$ cat src/rtl/keypad_scan_ctrl.sv
// 4x4 matrix keypad scanner with press/release debounce and a two-digit key history.
// Define KEYPAD_REPEAT_EN to enable auto-repeat of a held key every REPEAT_CYCLES clocks.
module keypad_scan_ctrl #(
  parameter int SCAN_CYCLES     = 4,
  parameter int DEBOUNCE_CYCLES = 50000,
  parameter int REPEAT_CYCLES   = 500000
) (
  input  logic       clk,
  input  logic       reset,
  input  logic [3:0] col,
  output logic [3:0] row,
  output logic       key_valid,
  output logic [3:0] key_code,
  output logic       key_held,
  output logic [3:0] digit_new,
  output logic [3:0] digit_old
);

  localparam int DW_W = $clog2(SCAN_CYCLES + 1);
  localparam int DB_W = $clog2(DEBOUNCE_CYCLES + 1);
  localparam logic [DW_W-1:0] DWELL_LAST = DW_W'(SCAN_CYCLES - 1);
  localparam logic [DB_W-1:0] DB_LAST    = DB_W'(DEBOUNCE_CYCLES - 1);
`ifdef KEYPAD_REPEAT_EN
  localparam int RP_W = $clog2(REPEAT_CYCLES + 1);
  localparam logic [RP_W-1:0] RPT_LAST = RP_W'(REPEAT_CYCLES - 1);
`endif

  if (SCAN_CYCLES < 4 || DEBOUNCE_CYCLES < 1 || REPEAT_CYCLES < 1) begin : g_param_check
    $error("keypad_scan_ctrl: parameter out of range");
  end

  typedef enum logic [1:0] {SCAN, DEBOUNCE, HELD, RELEASE} state_t;

  logic [3:0]      col_p0, col_p1, col_s;
  state_t          state_q, state_nxt;
  logic [3:0]      row_nxt, row_rot;
  logic [DW_W-1:0] dwell_q, dwell_nxt;
  logic [DB_W-1:0] cnt_q, cnt_nxt;
  logic [3:0]      lat_col_q, lat_col_nxt;
  logic            accept;
  logic [3:0]      code;
  logic            key_valid_nxt, key_held_nxt;
  logic [3:0]      key_code_nxt, digit_new_nxt, digit_old_nxt;
`ifdef KEYPAD_REPEAT_EN
  logic [RP_W-1:0] rpt_q, rpt_nxt;
`endif

  function automatic logic [1:0] oh2idx(input logic [3:0] oh);
    case (oh)
      4'b0010: oh2idx = 2'd1;
      4'b0100: oh2idx = 2'd2;
      4'b1000: oh2idx = 2'd3;
      default: oh2idx = 2'd0;
    endcase
  endfunction

  function automatic logic [3:0] keymap(input logic [1:0] r, input logic [1:0] c);
    case ({r, c})
      4'd0:    keymap = 4'h1;
      4'd1:    keymap = 4'h2;
      4'd2:    keymap = 4'h3;
      4'd3:    keymap = 4'hA;
      4'd4:    keymap = 4'h4;
      4'd5:    keymap = 4'h5;
      4'd6:    keymap = 4'h6;
      4'd7:    keymap = 4'hB;
      4'd8:    keymap = 4'h7;
      4'd9:    keymap = 4'h8;
      4'd10:   keymap = 4'h9;
      4'd11:   keymap = 4'hC;
      4'd12:   keymap = 4'hE;
      4'd13:   keymap = 4'h0;
      4'd14:   keymap = 4'hF;
      default: keymap = 4'hD;
    endcase
  endfunction

  // stage p0/p1: two-flop synchronizer for the asynchronous column inputs
  always_ff @(posedge clk or posedge reset) begin
    if (reset) begin
      col_p0 <= '0;
      col_p1 <= '0;
    end else begin
      col_p0 <= col;
      col_p1 <= col_p0;
    end
  end

  assign col_s   = col_p1;
  assign row_rot = {row[2:0], row[3]};
  assign code    = keymap(oh2idx(row), oh2idx(lat_col_q));

  always_comb begin
    state_nxt     = state_q;
    row_nxt       = row;
    dwell_nxt     = dwell_q;
    cnt_nxt       = cnt_q;
    lat_col_nxt   = lat_col_q;
    accept        = 1'b0;
    key_valid_nxt = 1'b0;
    key_code_nxt  = key_code;
    digit_new_nxt = digit_new;
    digit_old_nxt = digit_old;
`ifdef KEYPAD_REPEAT_EN
    rpt_nxt       = rpt_q;
`endif
    case (state_q)
      SCAN: begin
        if (dwell_q == DWELL_LAST) begin
          dwell_nxt = '0;
          if ($onehot(col_s)) begin
            lat_col_nxt = col_s;
            cnt_nxt     = '0;
            state_nxt   = DEBOUNCE;
          end else begin
            row_nxt = row_rot;
          end
        end else begin
          dwell_nxt = dwell_q + 1'b1;
        end
      end
      DEBOUNCE: begin
        if (col_s != lat_col_q) begin
          state_nxt = SCAN;
          row_nxt   = row_rot;
          dwell_nxt = '0;
        end else if (cnt_q == DB_LAST) begin
          state_nxt = HELD;
          accept    = 1'b1;
`ifdef KEYPAD_REPEAT_EN
          rpt_nxt   = '0;
`endif
        end else begin
          cnt_nxt = cnt_q + 1'b1;
        end
      end
      HELD: begin
        if ((col_s & lat_col_q) == 4'b0000) begin
          state_nxt = RELEASE;
          cnt_nxt   = '0;
        end
`ifdef KEYPAD_REPEAT_EN
        // a repeat that would land right after another pulse waits one cycle
        else if (rpt_q >= RPT_LAST) begin
          if (!key_valid) begin
            accept  = 1'b1;
            rpt_nxt = '0;
          end
        end else begin
          rpt_nxt = rpt_q + 1'b1;
        end
`else
        // without auto-repeat a held key simply waits for its release
`endif
      end
      default: begin
        if ((col_s & lat_col_q) != 4'b0000) begin
          state_nxt = HELD;
          cnt_nxt   = '0;
        end else if (cnt_q == DB_LAST) begin
          state_nxt = SCAN;
          row_nxt   = row_rot;
          dwell_nxt = '0;
`ifdef KEYPAD_REPEAT_EN
          rpt_nxt   = '0;
`endif
        end else begin
          cnt_nxt = cnt_q + 1'b1;
        end
      end
    endcase
    if (accept) begin
      key_valid_nxt = 1'b1;
      key_code_nxt  = code;
      digit_old_nxt = digit_new;
      digit_new_nxt = code;
    end
    key_held_nxt = (state_nxt == HELD) || (state_nxt == RELEASE);
  end

  // stage p2: FSM state, counters and registered outputs
  always_ff @(posedge clk or posedge reset) begin
    if (reset) begin
      state_q   <= SCAN;
      row       <= 4'b0001;
      dwell_q   <= '0;
      cnt_q     <= '0;
      lat_col_q <= '0;
      key_valid <= 1'b0;
      key_code  <= '0;
      key_held  <= 1'b0;
      digit_new <= '0;
      digit_old <= '0;
`ifdef KEYPAD_REPEAT_EN
      rpt_q     <= '0;
`endif
    end else begin
      state_q   <= state_nxt;
      row       <= row_nxt;
      dwell_q   <= dwell_nxt;
      cnt_q     <= cnt_nxt;
      lat_col_q <= lat_col_nxt;
      key_valid <= key_valid_nxt;
      key_code  <= key_code_nxt;
      key_held  <= key_held_nxt;
      digit_new <= digit_new_nxt;
      digit_old <= digit_old_nxt;
`ifdef KEYPAD_REPEAT_EN
      rpt_q     <= rpt_nxt;
`endif
    end
  end

endmodule

$ cat config.mk
export PLATFORM = sky130hd
export DESIGN_NAME = keypad_scan_ctrl
export DESIGN_NICKNAME = d
export VERILOG_FILES = /design/src/rtl/keypad_scan_ctrl.sv
export SDC_FILE = /design/constraint.sdc
export NUM_CORES = 1
export LEC_CHECK = 0
export BUFFER_PORTS_ARGS = -buffer_cell sky130_fd_sc_hd__buf_2
export CELL_PAD_IN_SITES_DETAIL_PLACEMENT = 1
export CELL_PAD_IN_SITES_GLOBAL_PLACEMENT = 2
export CORE_MARGIN = 2
export CORE_UTILIZATION = 38
export CTS_CLUSTER_SIZE = 12
export DETAILED_ROUTE_END_ITERATION = 7
export PLACE_DENSITY = 0.82
export SLEW_MARGIN = 20
export SYNTH_ARGS = -nofsm -noshare
export SYNTH_HDL_FRONTEND = slang
export SYNTH_SLANG_ARGS = --single-unit
$ cat constraint.sdc
create_clock -name clk -period 3.43 [get_ports clk]
set_input_delay 0.686 -clock clk [delete_from_list [all_inputs] [get_ports clk]]
set_output_delay 0.686 -clock clk [all_outputs]
set_load 0.005 [all_outputs]
==> results of run 1 <==
-- per-layer routing --
layer	up-vias	part of all wire (%)
li1	966	-
met1	1042	51
met2	27	46
met3	6	2.4
met4	0	1.2
met5	-	0
-- flip-flops by register name (all words and copies together), names as in the netlist --
register	cells
cnt_q	16
col_p0	4
col_p1	4
digit_new	4
digit_old	4
dwell_q	3
key_held	1
key_valid	1
lat_col_q	4
row	4
state_q	1
-- layout by cell type (no fill, tap or decap), types with 3 or more instances in the layout --
master    instances
xnor2_1           4
or4_1             5
nand3b_1         10
mux2_2           10
o211ai_1          3
nor3_1            5
inv_1            11
nor4bb_1          3
mux2i_1          11
and2_1            4
nand2_1          11
o31ai_1           6
and3_1            4
a21oi_1          12
ha_1             13
a31oi_1           4
nor2_1            5
clkbuf_8          5
buf_2            23
nand3_1          18
nor4b_1           3
dfrtp_1          45
nand4_1           7
buf_4             5
o21ai_0           4
nor4_1            9
nand2b_1          5
-- worst max-delay path: stages (launching register included) --
cell	delay (ns)
dfrtp_1	0.36
inv_1	0.08
fa_1	0.54
inv_1	0.04
ha_1	0.17
ha_1	0.26
nor3b_1	0.32
a21oi_1	0.32
buf_4	0.27
or4_1	0.48
a21oi_1	0.16
-- cell families (layout without fill, tap and decap cells) --
kind of cell	after synthesis	count (layout)	synth area share, %
AO/OA/AOI/OAI	40	40	10.1
XOR/XNOR	5	5	1.68
adder cells (fa/ha/maj)	14	14	6.99
buffers and inverters	33	48	5.51
flip-flops	46	46	44.1
multiplexers	21	21	8.52
AND/OR/NAND/NOR	98	98	23.2
-- stage by stage --
step	area (um2)	utilization (%)	power [W]
floorplan	2610	-	0.00101
global placement	2770	41.2	0.00111
detailed placement	2770	41.2	0.00113
CTS	2850	42.4	0.00146
global route	2850	42.4	0.00156
finish	2850	42.4	0.00144
-- area by class of cell --
| type | instances | area [um2] |
|---|---|---|
| timing repair buffer | 28 | 153 |
| inverter | 12 | 45.0 |
| clock inverter | 2 | 10.0 |
| multi-input combinational | 178 | 1320 |
| sequential | 46 | 1150 |
| tap | 80 | 100 |
| fill | 770 | 3870 |
| clock buffer | 6 | 72.6 |
-- power groups by stage --
stage          registers, W  clock network, W  logic [W]
3_3_place_gp       0.000667                 0   0.000441
4_1_cts            0.000660          0.000341   0.000459
5_1_grt            0.000675          0.000360   0.000521
3_5_place_dp       0.000669                 0   0.000459
6_report           0.000658          0.000326   0.000451
2_1_floorplan      0.000648                 0   0.000358
-- how the worst max path moves through the flow --
stage                to  slack, ns
2_1_floorplan  cnt_q[6]       0.79
3_3_place_gp   cnt_q[7]       0.45
3_5_place_dp   cnt_q[8]       0.34
4_1_cts        cnt_q[8]       0.33
5_1_grt        cnt_q[8]       0.08
6_report       cnt_q[8]       0.35
==> results.json, run 1 <==
{
  "post_cts_resized": 0,
  "io_pins": 24,
  "p_per_area_nw_per_um2": 503,
  "drc": 0,
  "die_x_um": 86.9,
  "p_sw_w": 0.000504,
  "placed_cells": 344,
  "rrSetupSlack_ns": 0.35,
  "final_cells": 352,
  "cp-end-kind": "flop",
  "clock-skew-final_ns": 0.00827,
  "required_ns": 3.66,
  "relSlewSlack_pct": 35.7,
  "setup_violations": 0,
  "wire_per_inst_um": 16.5,
  "cts_buffers": 5,
  "io_buffers": 23,
  "clkTransAtPathRegs_ns": 0.08,
  "grtUsageMet3_pct": 3.13,
  "grt_most_used_layer": "met2",
  "die_area_um2": 7560,
  "grt_max_degree": 47,
  "leakage_nw": 1.29,
  "switching_share_pct": 35.1,
  "ir_worst_vdd_v": 0.000223,
  "drive_above_1_share_pct": 18.8,
  "synth_flop_cell": "dfrtp_1",
  "tritoncts_num_sinks": 46,
  "use_met1_pct": 23.1,
  "drtAntennaViolNets": 0,
  "timing.hold.worst_path_depth": 0,
  "synthTopCellsByCount": "dfrtp_1 (45), nand3_1 (18), clkbuf_1 (13), ha_1 (13)",
  "routed_wl_mm": 5.81,
  "synth_area_um2": 2610,
  "diodes": 0,
  "synthArstFlopShare_pct": 100,
  "r2r_start": "col_p1[0]",
  "grt_pass1_wl_mm": 9.87,
  "vias": 2041,
  "seqPwrFrac_pct": 45.9,
  "synth_edf_count": 0,
  "post_cts_buffers": 0,
  "ys_types": 46,
  "yosys.area.top_type": "dfrtp_1",
  "status": "finished clean",
  "grt_util_met2_pct": 26.4,
  "cap_viol_max_count": 0,
  "syn_nets": 277,
  "grt_usage_pct": 16.6,
  "hold_class": "reg2reg",
  "timing.hold.ws_ns": 0.355,
  "post-route-period-util_pct": 89.8,
  "clk_latency_ns": 0.30,
  "hold_path_end": "col_p1[2]",
  "gr-total-overflow": 0,
  "critical_path.startpoint": "col_p1[0]",
  "rsz0062_at_grt": "no",
  "fin_tns_setup_ns": 0,
  "place_ws_ns": 0.340,
  "crit_arrival_ns": 3.31,
  "synth_area_leaders": "dfrtp_1 (43%), ha_1 (6.2%), mux2_2 (4.3%), mux2i_1 (4.2%), nand3_1 (3.4%)",
  "yosysWarnings": 0,
  "drtIter0Drc": 82,
  "fmax_mhz": 325,
  "die_h_um": 86.9,
  "hold_viol": 0,
  "cts_tree": "yes",
  "syn_inst": 257,
  "grt_pass1_vias": 1966,
  "antenna_found_initial": 0,
  "holdBufCountCts": 0,
  "layout.nets": 291,
  "synth_top_area_share_pct": 43.1,
  "synth_most_common_cell": "dfrtp_1",
  "initial_core_util_pct": 38.9,
  "crit_fanout": 11,
  "crit_type": "reg2reg",
  "rows": 30,
  "synth_area_per_cell_um2": 10.2,
  "gp_congestion": 0.782,
  "seq_area_frac_synth_pct": 44.1,
  "comb_power_share_pct": 31.4,
  "ctsLongestPathBuffers": 2,
  "drv_slew": 0,
  "internal_power_w": 0.000931,
  "setup_slack_ns": 0.349,
  "period_needed_ns": 3.08,
  "drt-pass1-iter-count": 4,
  "vias_per_cell": 5.80,
  "area_growth_pct": 9.05,
  "coreArea_um2": 6720,
  "cts_root_buffer": "clkbuf_8",
  "dpl.hpwl_mm": 4.12,
  "worstHoldStart": "col_p0[2]",
  "cts_max_level": 2,
  "r2r.worst_path.cells": 10,
  "start_kind": "flop",
  "clkPwrFrac_pct": 22.7,
  "worst_slew_pin_slew_ns": 0.963,
  "reg2reg_to": "cnt_q[8]",
  "synth_seq_cells": 46
}
No activity file was read; power rests on OpenSTA's default activity.
==> run 2: changes to the inputs <==
--- a/config.mk
+++ b/config.mk
@@ -5,11 +5,12 @@
 export SDC_FILE = /design/constraint.sdc
 export NUM_CORES = 1
 export LEC_CHECK = 0
+export ABC_AREA = 1
 export BUFFER_PORTS_ARGS = -buffer_cell sky130_fd_sc_hd__buf_2
 export CELL_PAD_IN_SITES_DETAIL_PLACEMENT = 1
 export CELL_PAD_IN_SITES_GLOBAL_PLACEMENT = 2
 export CORE_MARGIN = 2
-export CORE_UTILIZATION = 38
+export CORE_UTILIZATION = 34
 export CTS_CLUSTER_SIZE = 12
 export DETAILED_ROUTE_END_ITERATION = 7
 export PLACE_DENSITY = 0.82
==> run 2 against run 1 <==
Against the previous run:
- clock-buffer cell count unchanged
- critical path depth up 5
- sequential share of layout area down 3.1 points
- register-to-register slack better by 0.29 ns
- global-route usage about the same
- die area up 17%
- synthesized cell count up 48%
==> results.json, run 2 <==
{
  "synth_top_area_share_pct": 40.9,
  "r2r_start": "col_p1[0]",
  "die_area_um2": 8840,
  "initial_core_util_pct": 35.3,
  "ctsLongestPathBuffers": 2,
  "required_ns": 3.66,
  "worstHoldStart": "col_p0[3]",
  "coreArea_um2": 7810,
  "rows": 32,
  "clock-skew-final_ns": 0.0102,
  "grt_pass1_wl_mm": 11.9,
  "grt_pass1_vias": 2516,
  "seq_area_frac_synth_pct": 41.8,
  "grt_usage_pct": 16.5,
  "hold_path_end": "col_p1[3]",
  "rrSetupSlack_ns": 0.64,
  "fill_cells": 997,
  "post_cts_resized": 0,
  "cts_buffers": 5,
  "die_h_um": 94.0,
  "post_cts_buffers": 0,
  "synthTopCellsByCount": "nand2_1 (119), inv_1 (58), dfrtp_1 (45)",
  "gp_congestion": 0.775,
  "cpPeakStageDelay_ns": 0.53,
  "drv_slew": 0,
  "top_register": "cnt_q",
  "cts_max_level": 2,
  "worstPathCellList": "inv_1 > fa_1 > inv_1 > ha_1 > ha_1 > inv_1 > nand3_1 > nand2_1 > nand2_2 > nor2_4 > buf_4 > nand3_1 > nand2_1 > inv_1 > nor2_1",
  "relSlewSlack_pct": 46.4,
  "ir_worst_vdd_v": 0.000333,
  "routed_wl_mm": 6.37,
  "hold_class": "reg2reg",
  "yosysWarnings": 0,
  "diodes": 0,
  "largest_reg_flops": 16,
  "drive_above_1_share_pct": 13.1,
  "final_common_cell": "nand2_1",
  "dpl.hpwl_mm": 4.81,
  "cp-end-kind": "flop",
  "synth_seq_cells": 46,
  "p_per_area_nw_per_um2": 520,
  "timing.hold.worst_path_depth": 0,
  "drc": 0,
  "setup_violations": 0,
  "leakage_nw": 1.71,
  "synth_most_common_cell": "nand2_1",
  "synth_flop_cell": "dfrtp_1",
  "area_growth_pct": 11.9,
  "wire_per_inst_um": 12.6,
  "crit_type": "reg2reg",
  "fin_tns_setup_ns": 0,
  "io_pins": 24,
  "fmax_mhz": 359,
  "grt_max_degree": 47,
  "r2r.worst_path.cells": 15,
  "synth_area_um2": 2760,
  "synth_area_leaders": "dfrtp_1 (41%), nand2_1 (16%), inv_1 (7.9%), nand3_1 (6.5%), nor2_1 (6.0%)",
  "antenna_found_initial": 0,
  "drtAntennaViolNets": 0,
  "final_cells": 506,
  "yosys.area.top_type": "dfrtp_1",
  "syn_inst": 380,
  "gr-total-overflow": 0,
  "cp_common_cell": "inv_1",
  "cap_viol_max_count": 0,
  "tritoncts_num_sinks": 46,
  "crit_arrival_ns": 3.02,
  "post-route-period-util_pct": 81.2,
  "io_buffers": 23,
  "vias": 2370,
  "clk_latency_ns": 0.30,
  "die_x_um": 94.0,
  "synthArstFlopShare_pct": 100,
  "cts_tree": "yes",
  "syn_nets": 400,
  "hold_viol": 0,
  "placed_cells": 498,
  "worst_slew_pin_slew_ns": 0.803,
  "rsz0062_at_grt": "no",
  "power_w": 0.00160,
  "layout.nets": 423,
  "holdBufCountCts": 0,
  "mostFrequentLayoutCells": "nand2_1 (119), inv_1 (57), dfrtp_1 (45), nor2_1 (44), nand3_1 (36)",
  "vias_per_cell": 4.68,
  "period_needed_ns": 2.79,
  "synth_area_per_cell_um2": 7.25,
  "reg2reg_to": "cnt_q[14]",
  "drtIter0Drc": 33,
  "ys_types": 28,
  "status": "finished clean",
  "cp_slowest_cell": "fa_1",
  "synth_edf_count": 0,
  "start_kind": "flop",
  "drt-pass1-iter-count": 4,
  "clkTransAtPathRegs_ns": 0.09,
  "cts_root_buffer": "clkbuf_8",
  "crit_fanout": 20
}
-- run 2: changes by cell type after synthesis, sizes merged, moves of 10 or more --
| cell | before | now |
|---|---|---|
| nand2 | 11 | 123 |
| inv | 12 | 63 |
| nor2 | 5 | 50 |
| nand3 | 18 | 38 |
| clkbuf | 13 | 0 |
| mux2i | 11 | 0 |
| mux2 | 10 | 0 |
| nor4 | 10 | 0 |
-- run 2: power by group --
group	switching, W	internal [W]
logic	0.000292	0.000144
clock network	0.000197	0.000311
registers	0.0000590	0.000601
-- run 2: cells by family after synthesis --
kind of cell	synth area share, %
AOI/OAI and AO/OA	3.91
buffers and inverters	11.3
DFF	41.8
adders and majority gates	6.63
and+or+nand+nor	36.4
-- run 2: final cells by class --
cell class | count | area [um2] | area share, %
Clock buffer | 6 | 82.6 | 2.68
Clock inverter | 2 | 60.1 | 1.95
Inverter | 63 | 238 | 7.71
Multi-Input combinational cell | 262 | 1290 | 41.9
Sequential cell | 46 | 1150 | 37.4
Tap cell | 102 | 128 | 4.14
Timing Repair Buffer | 25 | 130 | 4.22
-- run 2: worst max-delay path by stage --
stage | end | depth (start not counted) | slack, ns | start
2_1_floorplan | cnt_q[10] | 15 | 1.16 | col_p1[0]
3_5_place_dp | cnt_q[14] | 15 | 0.63 | col_p1[0]
5_1_grt | cnt_q[14] | 15 | 0.35 | col_p1[0]
3_3_place_gp | cnt_q[12] | 15 | 0.76 | col_p1[0]
4_1_cts | cnt_q[14] | 15 | 0.61 | col_p1[0]
6_report | cnt_q[14] | 15 | 0.64 | col_p1[0]
-- run 2: worst max-delay path, delay by kind of cell, from the launching register on --
kind                       cells  cell delay (ns)
adders and majority gates      3             0.96
and+or+nand+nor                7             0.91
buffers and inverters          5             0.47
DFF                            1             0.36
-- run 2: through the flow --
stage | utilization, % | hold slack (ns) | setup slack (ns) | instance area, um2
2_1_floorplan | - | 0.331 | 1.16 | 2760
3_3_place_gp | 37.6 | 0.331 | 0.760 | 2940
3_5_place_dp | 37.6 | 0.336 | 0.634 | 2940
4_1_cts | 39.5 | 0.358 | 0.606 | 3080
5_1_grt | 39.5 | 0.365 | 0.346 | 3080
6_report | 39.5 | 0.355 | 0.644 | 3080
-- run 2: per-layer routing --
metal	part of all wire, %	global-route usage (%)
met5	0	0
met4	1.0	3.62
met3	2.0	2.81
met1	51	22.5
met2	46	27.6
